File: config.mk
export PLATFORM = sky130hd
export DESIGN_NAME = data_distributor
export DESIGN_NICKNAME = d
export VERILOG_FILES = /design/src/rtl/dist_pkg.sv /design/src/rtl/dist_fifo.sv /design/src/rtl/data_distributor.sv
export SDC_FILE = /design/constraint.sdc
export NUM_CORES = 1
export LEC_CHECK = 0
export ABC_CLOCK_PERIOD_IN_PS = 3600
export CAP_MARGIN = 25
export CORE_MARGIN = 2
export CORE_UTILIZATION = 36
export CTS_BUF_LIST = sky130_fd_sc_hd__clkbuf_2 sky130_fd_sc_hd__clkbuf_4 sky130_fd_sc_hd__clkbuf_8
export DETAILED_ROUTE_END_ITERATION = 7
export PLACE_DENSITY_LB_ADDON = 0.25
export SLEW_MARGIN = 40
export SYNTH_ARGS = -nofsm -noshare
export SYNTH_HDL_FRONTEND = slang
export SYNTH_SLANG_ARGS = --single-unit
File: constraint.sdc
create_clock -name CLK -period 3.6 [get_ports CLK]
set_input_delay 0.54 -clock CLK [delete_from_list [all_inputs] [get_ports CLK]]
set_output_delay 0.54 -clock CLK [all_outputs]
set_load 0.05 [all_outputs]
File: src/rtl/dist_pkg.sv
// Shared constants for the 1-to-4 data distributor: channel count, select codes
// and the width helper used to size the FIFO pointers and occupancy counters.
package dist_pkg;

  localparam int NUM_CH = 4;
  localparam int CH_W   = 2;

  localparam logic [CH_W-1:0] CH0 = 2'b00;
  localparam logic [CH_W-1:0] CH1 = 2'b01;
  localparam logic [CH_W-1:0] CH2 = 2'b10;
  localparam logic [CH_W-1:0] CH3 = 2'b11;

  // Number of bits needed to index n entries (ceil(log2(n))).
  function automatic int clog2(input int n);
    int r;
    int v;
    r = 0;
    v = n - 1;
    while (v > 0) begin
      r++;
      v = v >> 1;
    end
    return r;
  endfunction

endpackage

File: src/rtl/dist_fifo.sv
// Per-channel FIFO: register array with read/write pointers and an occupancy
// counter. The head word is presented on DOUT with no bypass from DIN.
module dist_fifo
  import dist_pkg::*;
#(
  parameter int W     = 2,
  parameter int DEPTH = 2
) (
  input  logic         CLK,
  input  logic         RST_N,
  input  logic         PUSH,
  input  logic [W-1:0] DIN,
  input  logic         POP,
  output logic [W-1:0] DOUT,
  output logic         FULL,
  output logic         EMPTY
);

  localparam int PTR_W = clog2(DEPTH);
  localparam int CNT_W = clog2(DEPTH) + 1;

  logic [W-1:0]     mem_q [DEPTH];
  logic [W-1:0]     mem_d [DEPTH];
  logic [PTR_W-1:0] rd_ptr_q, rd_ptr_d;
  logic [PTR_W-1:0] wr_ptr_q, wr_ptr_d;
  logic [CNT_W-1:0] count_q, count_d;
  logic             do_push, do_pop;

  assign FULL    = (count_q == CNT_W'(DEPTH));
  assign EMPTY   = (count_q == '0);
  assign DOUT    = mem_q[rd_ptr_q];
  assign do_push = PUSH & ~FULL;
  assign do_pop  = POP & ~EMPTY;

  // NOTE: every always_comb output gets its default first, so no path leaves
  // a signal unassigned and no latch is inferred; blocking '=' is correct here.
  always_comb begin
    mem_d    = mem_q;
    rd_ptr_d = rd_ptr_q;
    wr_ptr_d = wr_ptr_q;
    count_d  = count_q + CNT_W'(do_push) - CNT_W'(do_pop);
    if (do_push) begin
      mem_d[wr_ptr_q] = DIN;
      wr_ptr_d        = wr_ptr_q + PTR_W'(1);
    end
    if (do_pop) begin
      rd_ptr_d = rd_ptr_q + PTR_W'(1);
    end
  end

  // NOTE: state registers use non-blocking '<=' so all flops update together.
  // The storage array is reset as well, so no stale word survives a reset.
  always_ff @(posedge CLK or negedge RST_N) begin
    if (!RST_N) begin
      for (int i = 0; i < DEPTH; i++) begin
        mem_q[i] <= '0;
      end
      rd_ptr_q <= '0;
      wr_ptr_q <= '0;
      count_q  <= '0;
    end else begin
      mem_q    <= mem_d;
      rd_ptr_q <= rd_ptr_d;
      wr_ptr_q <= wr_ptr_d;
      count_q  <= count_d;
    end
  end

endmodule

File: src/rtl/data_distributor.sv
// 1-to-4 data distributor: one valid/ready input steered by S into four
// independently drained channel FIFOs.
module data_distributor
  import dist_pkg::*;
#(
  parameter int W     = 2,
  parameter int DEPTH = 2
) (
  input  logic              CLK,
  input  logic              RST_N,
  input  logic              EN,
  input  logic [CH_W-1:0]   S,
  input  logic [W-1:0]      DIN,
  input  logic              IN_VLD,
  output logic              IN_RDY,
  output logic [W-1:0]      Y0,
  output logic [W-1:0]      Y1,
  output logic [W-1:0]      Y2,
  output logic [W-1:0]      Y3,
  output logic [NUM_CH-1:0] VLD,
  input  logic [NUM_CH-1:0] RDY
);

  logic [NUM_CH-1:0] full;
  logic [NUM_CH-1:0] empty;
  logic [NUM_CH-1:0] push;
  logic [NUM_CH-1:0] pop;
  logic [NUM_CH-1:0] vld;
  logic [W-1:0]      dout [NUM_CH];
  logic              accept;

  // Ready depends only on enable, select and FIFO state, never on RDY.
  assign IN_RDY = RST_N & ~EN & ~full[S];
  assign accept = IN_VLD & IN_RDY;

  always_comb begin
    push = '0;
    if (accept) begin
      case (S)
        CH0:     push = 4'b0001;
        CH1:     push = 4'b0010;
        CH2:     push = 4'b0100;
        CH3:     push = 4'b1000;
        default: push = '0;
      endcase
    end
  end

  assign vld = ~empty;
  assign pop = vld & RDY;
  assign VLD = vld;

  for (genvar i = 0; i < NUM_CH; i++) begin : g_ch
    dist_fifo #(
      .W    (W),
      .DEPTH(DEPTH)
    ) u_fifo (
      .CLK  (CLK),
      .RST_N(RST_N),
      .PUSH (push[i]),
      .DIN  (DIN),
      .POP  (pop[i]),
      .DOUT (dout[i]),
      .FULL (full[i]),
      .EMPTY(empty[i])
    );
  end

  // Outputs read as zero whenever their channel holds nothing.
  assign Y0 = vld[0] ? dout[0] : '0;
  assign Y1 = vld[1] ? dout[1] : '0;
  assign Y2 = vld[2] ? dout[2] : '0;
  assign Y3 = vld[3] ? dout[3] : '0;

endmodule

# ---- Word level (Yosys, flattened, before mapping)
# Cells that the tools add are included.
dict set report op_classes {
  reduce_logical 9
  n_bitwise 31
  eq_ne 7
  n_addsub 16
  order_cmp 13
  muxes 32
}
# op n
set op_table {}
lappend op_table {{2-bit 2-to-1 mux} 20}
lappend op_table {{4-bit bitwise mux} 4}
lappend op_table {{2-bit >= comparator (second input constant)} 8}
lappend op_table {{1-bit NOT with 2-bit output} 8}
lappend op_table {{4-bit one-hot mux with 4 select lines} 1}
lappend op_table {{2-bit equality test (second input constant)} 6}
lappend op_table {{1-bit AND} 11}
lappend op_table {{2-bit zero test} 5}
lappend op_table {{1-bit NOT} 10}
lappend op_table {{1-bit adder (second input constant)} 8}
lappend op_table {{2-bit by 1-bit adder with 2-bit output} 4}
lappend op_table {{2-bit demux with 1-bit select} 4}
lappend op_table {{2-bit by 1-bit < comparator with 1-bit output (second input constant)} 4}
lappend op_table {{2-bit by 1-bit subtractor with 2-bit output} 4}
lappend op_table {{4-bit AND} 1}
lappend op_table {{1-bit logical AND} 4}
lappend op_table {{4-bit 2-to-1 mux} 1}
lappend op_table {{4-bit NOT} 1}
lappend op_table {{2-bit by 3-bit < comparator with 1-bit output (second input constant)} 1}
lappend op_table {{1-bit binary-select mux with 2-bit select} 1}
lappend op_table {{2-bit by 1-bit equality test with 1-bit output (second input constant)} 1}
lappend op_table {{1-bit 2-to-1 mux} 1}
dict set report word_totals {
  register_bits 32
  output_inout_bits 13
}

# ---- Depth between registers and ports, before layout
dict set report depth {
  ltp_word 10
  depth_mapped 7
}

# ---- Cells and area by module
# Synthesis repeated with hierarchy kept, for this count alone.
dict set report unflattened {
  hier_cells 136
  hier_area_um2 1705.4
}
# module cells_per_inst n_inst area_per_inst_um2
set modules_own_cells {}
lappend modules_own_cells {dist_fifo 28 4 384.1}
lappend modules_own_cells {data_distributor 24 1 168.9}

# ---- Worst setup path after synthesis
# No wires, ideal clock.
dict set report synth_path {
  kind {input port to output port}
  startpoint {input port S[1]}
  endpoint {output port IN_RDY}
  arrival_ns 2.060
  path_slack_ns 1.000
  t_required_ns 3.060
  cell_stages 3
  cell_sequence {buf_2 a21oi_1 a311oi_1}
}
dict set report synth_via {
  elab_chain_len 4
}
# element line_no
set synth_lines {}
lappend synth_lines {{start, declared} data_distributor.sv:12} ;# input logic [CH_W-1:0] S,
lappend synth_lines {{1-bit binary-select mux with 2-bit select} data_distributor.sv:33} ;# assign IN_RDY = RST_N & ~EN & ~full[S];
lappend synth_lines {{1-bit 2-to-1 mux (implied by the code)} data_distributor.sv:33}
lappend synth_lines {{1-bit NOT} data_distributor.sv:33}
lappend synth_lines {{1-bit AND} data_distributor.sv:33}
lappend synth_lines {{end, declared} data_distributor.sv:15} ;# output logic IN_RDY,
# No other way between the ends. The select of a mux whose other input is x is not followed.

# ---- Worst setup path after layout
# Same ends and word-level chain as after synthesis.

==> impl_metrics.env <==
export IMPL_critPathRequiredTime_ps=3060
export IMPL_slew_headroom_pct=65.0
export IMPL_vias=1087
export IMPL_worstPathCellList="clkdlybuf4s50_1 -> inv_1 -> o311ai_0 -> a311oi_1 -> buf_12"
export IMPL_final_min_clock_period_ps=2830
export IMPL_seq_power_share_pct=36.4
export IMPL_grt_overflow=0
export IMPL_h_tree_depth=2
export IMPL_io_pins=25
export IMPL_cp_slowest_stage_delay_ps=670
export IMPL_pwr_density_cell_mw_per_mm2=869
export IMPL_postCtsHoldBufs=0
export IMPL_synth_seq_cells=32
export IMPL_routedWlPerCell_um=13.8
export IMPL_via_per_inst=4.96
export IMPL_rows=24
export IMPL_num_fill_cells=403
export IMPL_clk_pin_slew_ps=60
export IMPL_antenna_found_initial=0
export IMPL_synth_distinct_cells=28
export IMPL_drt_pass1_iter_count=3
export IMPL_p_clk_share_pct=16.0
export IMPL_drt_wl_total_mm=3.02
export IMPL_ant_nets=0
export IMPL_yosys_area_top_type="dfrtp_1"
export IMPL_outcome="complete, no violations"
export IMPL_arrival_ps=2290
export IMPL_clock_latency_ps=280
export IMPL_syn2layout_area_growth_pct=24.6
export IMPL_start_kind="input port"
export IMPL_synthCells=136
export IMPL_initial_core_util_pct=38.1
export IMPL_synth_top_area_share_pct=47.7
export IMPL_rsz0062_at_grt="false"
export IMPL_root_buffer="clkbuf_8"
export IMPL_fin_nets=187
export IMPL_cts_resized=0
export IMPL_combPwrFrac_pct=47.5
export IMPL_cts_buffer_depth=2
export IMPL_cts_tree="done"
export IMPL_period_share_pct=78.6
export IMPL_dp_hpwl_mm=2.31
export IMPL_tns_ps=0
export IMPL_max_slew_worst_pin_slew_ps=523
export IMPL_netSwitchingFraction_pct=42.3
export IMPL_numCtsBuffers=5
export IMPL_cts_sinks=32
export IMPL_worstPathMaxFanout=11
export IMPL_cpMaxStageDelayCell="clkdlybuf4s50_1"
export IMPL_drt_iter0_markers=30
export IMPL_avgSynthCellArea_um2=12.4
export IMPL_post_cts_buffers=0
export IMPL_min_path_type="flip-flop to flip-flop"
export IMPL_hold_viol=0
export IMPL_core_area_mm2=0.00441
export IMPL_dieHeight_um=72.3
export IMPL_cp_end_kind="output port"
export IMPL_ir_drop_uv=454
export IMPL_synth_fp_nets=156
export IMPL_die_area_mm2=0.00523
export IMPL_yosys_warnings=0
export IMPL_setup_slack_ps=770
export IMPL_leakage_nw=0.986
export IMPL_grt_usage_pct=13.0
export IMPL_setup_violations=0
export IMPL_finClkSkew_ps=6.97
export IMPL_path_class="input port to output port"
export IMPL_antenna_cells=0
export IMPL_p_switching_uw=770
export IMPL_synth_area_leaders="dfrtp_1 (48%), mux2_1 (11%), ha_1 (6.0%)"
export IMPL_synth_area_mm2=0.00168
export IMPL_report_final_slew_viol_count=0
export IMPL_grt_pass1_wl_mm=5.20
export IMPL_max_cap_violations=0
export IMPL_grt_pass1_vias=1123
export IMPL_yosysSeqAreaShare_pct=47.7
export IMPL_fmax_mhz=353
export IMPL_place_ws_ps=760
export IMPL_die_width_um=72.3
export IMPL_place_congestion=0.767
export IMPL_post_route_drc_count=0
export IMPL_grt_max_degree=31
export IMPL_io_buffers=24
export IMPL_power_internal_mw=1.05
export IMPL_drive_gt1_share_pct=10.8
-- path summary, 6_finish.rpt --
path	end	cells past startpoint	slack, ps	startpoint
worst min-delay path	g_ch[3].u_fifo.mem_q[0]	1	480	g_ch[3].u_fifo.mem_q[0]
worst max register to register	g_ch[0].u_fifo.count_q[1]	7	1900	g_ch[0].u_fifo.count_q[1]
min in group asynchronous	g_ch[0].u_fifo.wr_ptr_q	1	510	RST_N
worst max-delay path	IN_RDY	5	770	S[1]
max in group asynchronous	g_ch[1].u_fifo.count_q[1]	2	2380	RST_N
worst min register to register	g_ch[3].u_fifo.mem_q[0]	1	480	g_ch[3].u_fifo.mem_q[0]
-- cells in the mapped netlist (all sizes together) --
| cell | n |
|---|---|
| dfrtp | 32 |
| mux2 | 16 |
| inv | 14 |
| nor2 | 13 |
| ha | 8 |
| mux2i | 8 |
| xnor2 | 8 |
| xor2 | 8 |
| nor2b | 4 |
| nor3 | 3 |
| and2b | 2 |
| and3 | 2 |
| nand2b | 2 |
| nand4b | 2 |
| nor4 | 2 |
| a21oi | 1 |
| a311oi | 1 |
| and4 | 1 |
| and4bb | 1 |
| buf | 1 |
| nand2 | 1 |
| nand3 | 1 |
| nand3b | 1 |
| nand4 | 1 |
| nor4b | 1 |
| o311ai | 1 |
| or3b | 1 |
-- critical path: cells and delay by family --
family                 cells  cell delay (ps)
AO/OA/AOI/OAI              2              570
buffers and inverters      3             1170
-- cell families (layout without fill, tap and decap cells) --
family | after synthesis | after routing | share of synthesized area (%)
muxes | 24 | 24 | 15.5
DFF | 32 | 32 | 47.7
AOI/OAI and AO/OA | 3 | 3 | 1.34
xor gates and xnor gates | 16 | 16 | 8.34
and+or+nand+nor | 38 | 38 | 17.8
buffers and inverters | 15 | 46 | 3.42
adders and majority gates | 8 | 8 | 5.96
-- power groups by stage --
| stage | Clock, mW | Sequential [mW] | Combinational (mW) |
|---|---|---|---|
| 5_1_grt | 0.315 | 0.688 | 0.946 |
| 3_5_place_dp | 0 | 0.673 | 0.876 |
| 3_3_place_gp | 0 | 0.665 | 0.855 |
| 6_report | 0.292 | 0.664 | 0.865 |
| 4_1_cts | 0.301 | 0.666 | 0.882 |
| 2_1_floorplan | 0 | 0.638 | 0.640 |
-- area by class of cell --
| cell class | count | area (um^2) | area share (%) |
|---|---|---|---|
| multi-input cells | 89 | 822 | 39.2 |
| repair buffers | 25 | 258 | 12.3 |
| flip-flops and latches | 32 | 801 | 38.2 |
| inverters | 14 | 52.6 | 2.51 |
| well taps | 52 | 65.1 | 3.11 |
| clock buffers | 7 | 96.3 | 4.60 |
-- registers in the layout, indices dropped and copies added, names as in the netlist --
name	cells
g_ch.u_fifo.count_q	8
g_ch.u_fifo.mem_q	16
g_ch.u_fifo.rd_ptr_q	4
g_ch.u_fifo.wr_ptr_q	4
-- per-stage QoR --
| stage | instance area [um^2] | util [%] | power, mW | hold slack [ps] | cells |
|---|---|---|---|---|---|
| floorplan | 1680 | - | 1.28 | 244 | 136 |
| global placement | 2000 | 45.3 | 1.52 | 462 | 212 |
| detailed placement | 2000 | 45.3 | 1.55 | 477 | 212 |
| CTS | 2090 | 47.4 | 1.85 | 489 | 219 |
| global route | 2090 | 47.4 | 1.95 | 506 | 219 |
| finish | 2090 | 47.4 | 1.82 | 485 | 219 |
-- per-layer routing --
metal,vias up,track usage (%),wire length (um)
li1,522,-,-
met1,540,15.3,1340
met2,20,21.9,1510
met3,5,3.06,132
met4,0,6.50,44
met5,-,0,0
-- layout by cell type (no fill, tap or decap), types with 2 or more instances in the layout --
cell type,n
dfrtp_1,32
clkdlybuf4s50_1,23
mux2_1,16
inv_1,14
nor2_1,13
mux2i_1,8
xnor2_1,8
xor2_1,8
ha_1,8
clkbuf_8,7
nor2b_1,4
nor3_2,3
nand2b_1,2
and3_1,2
and2b_1,2
nor4_4,2
No activity file was read; power rests on OpenSTA's default activity.
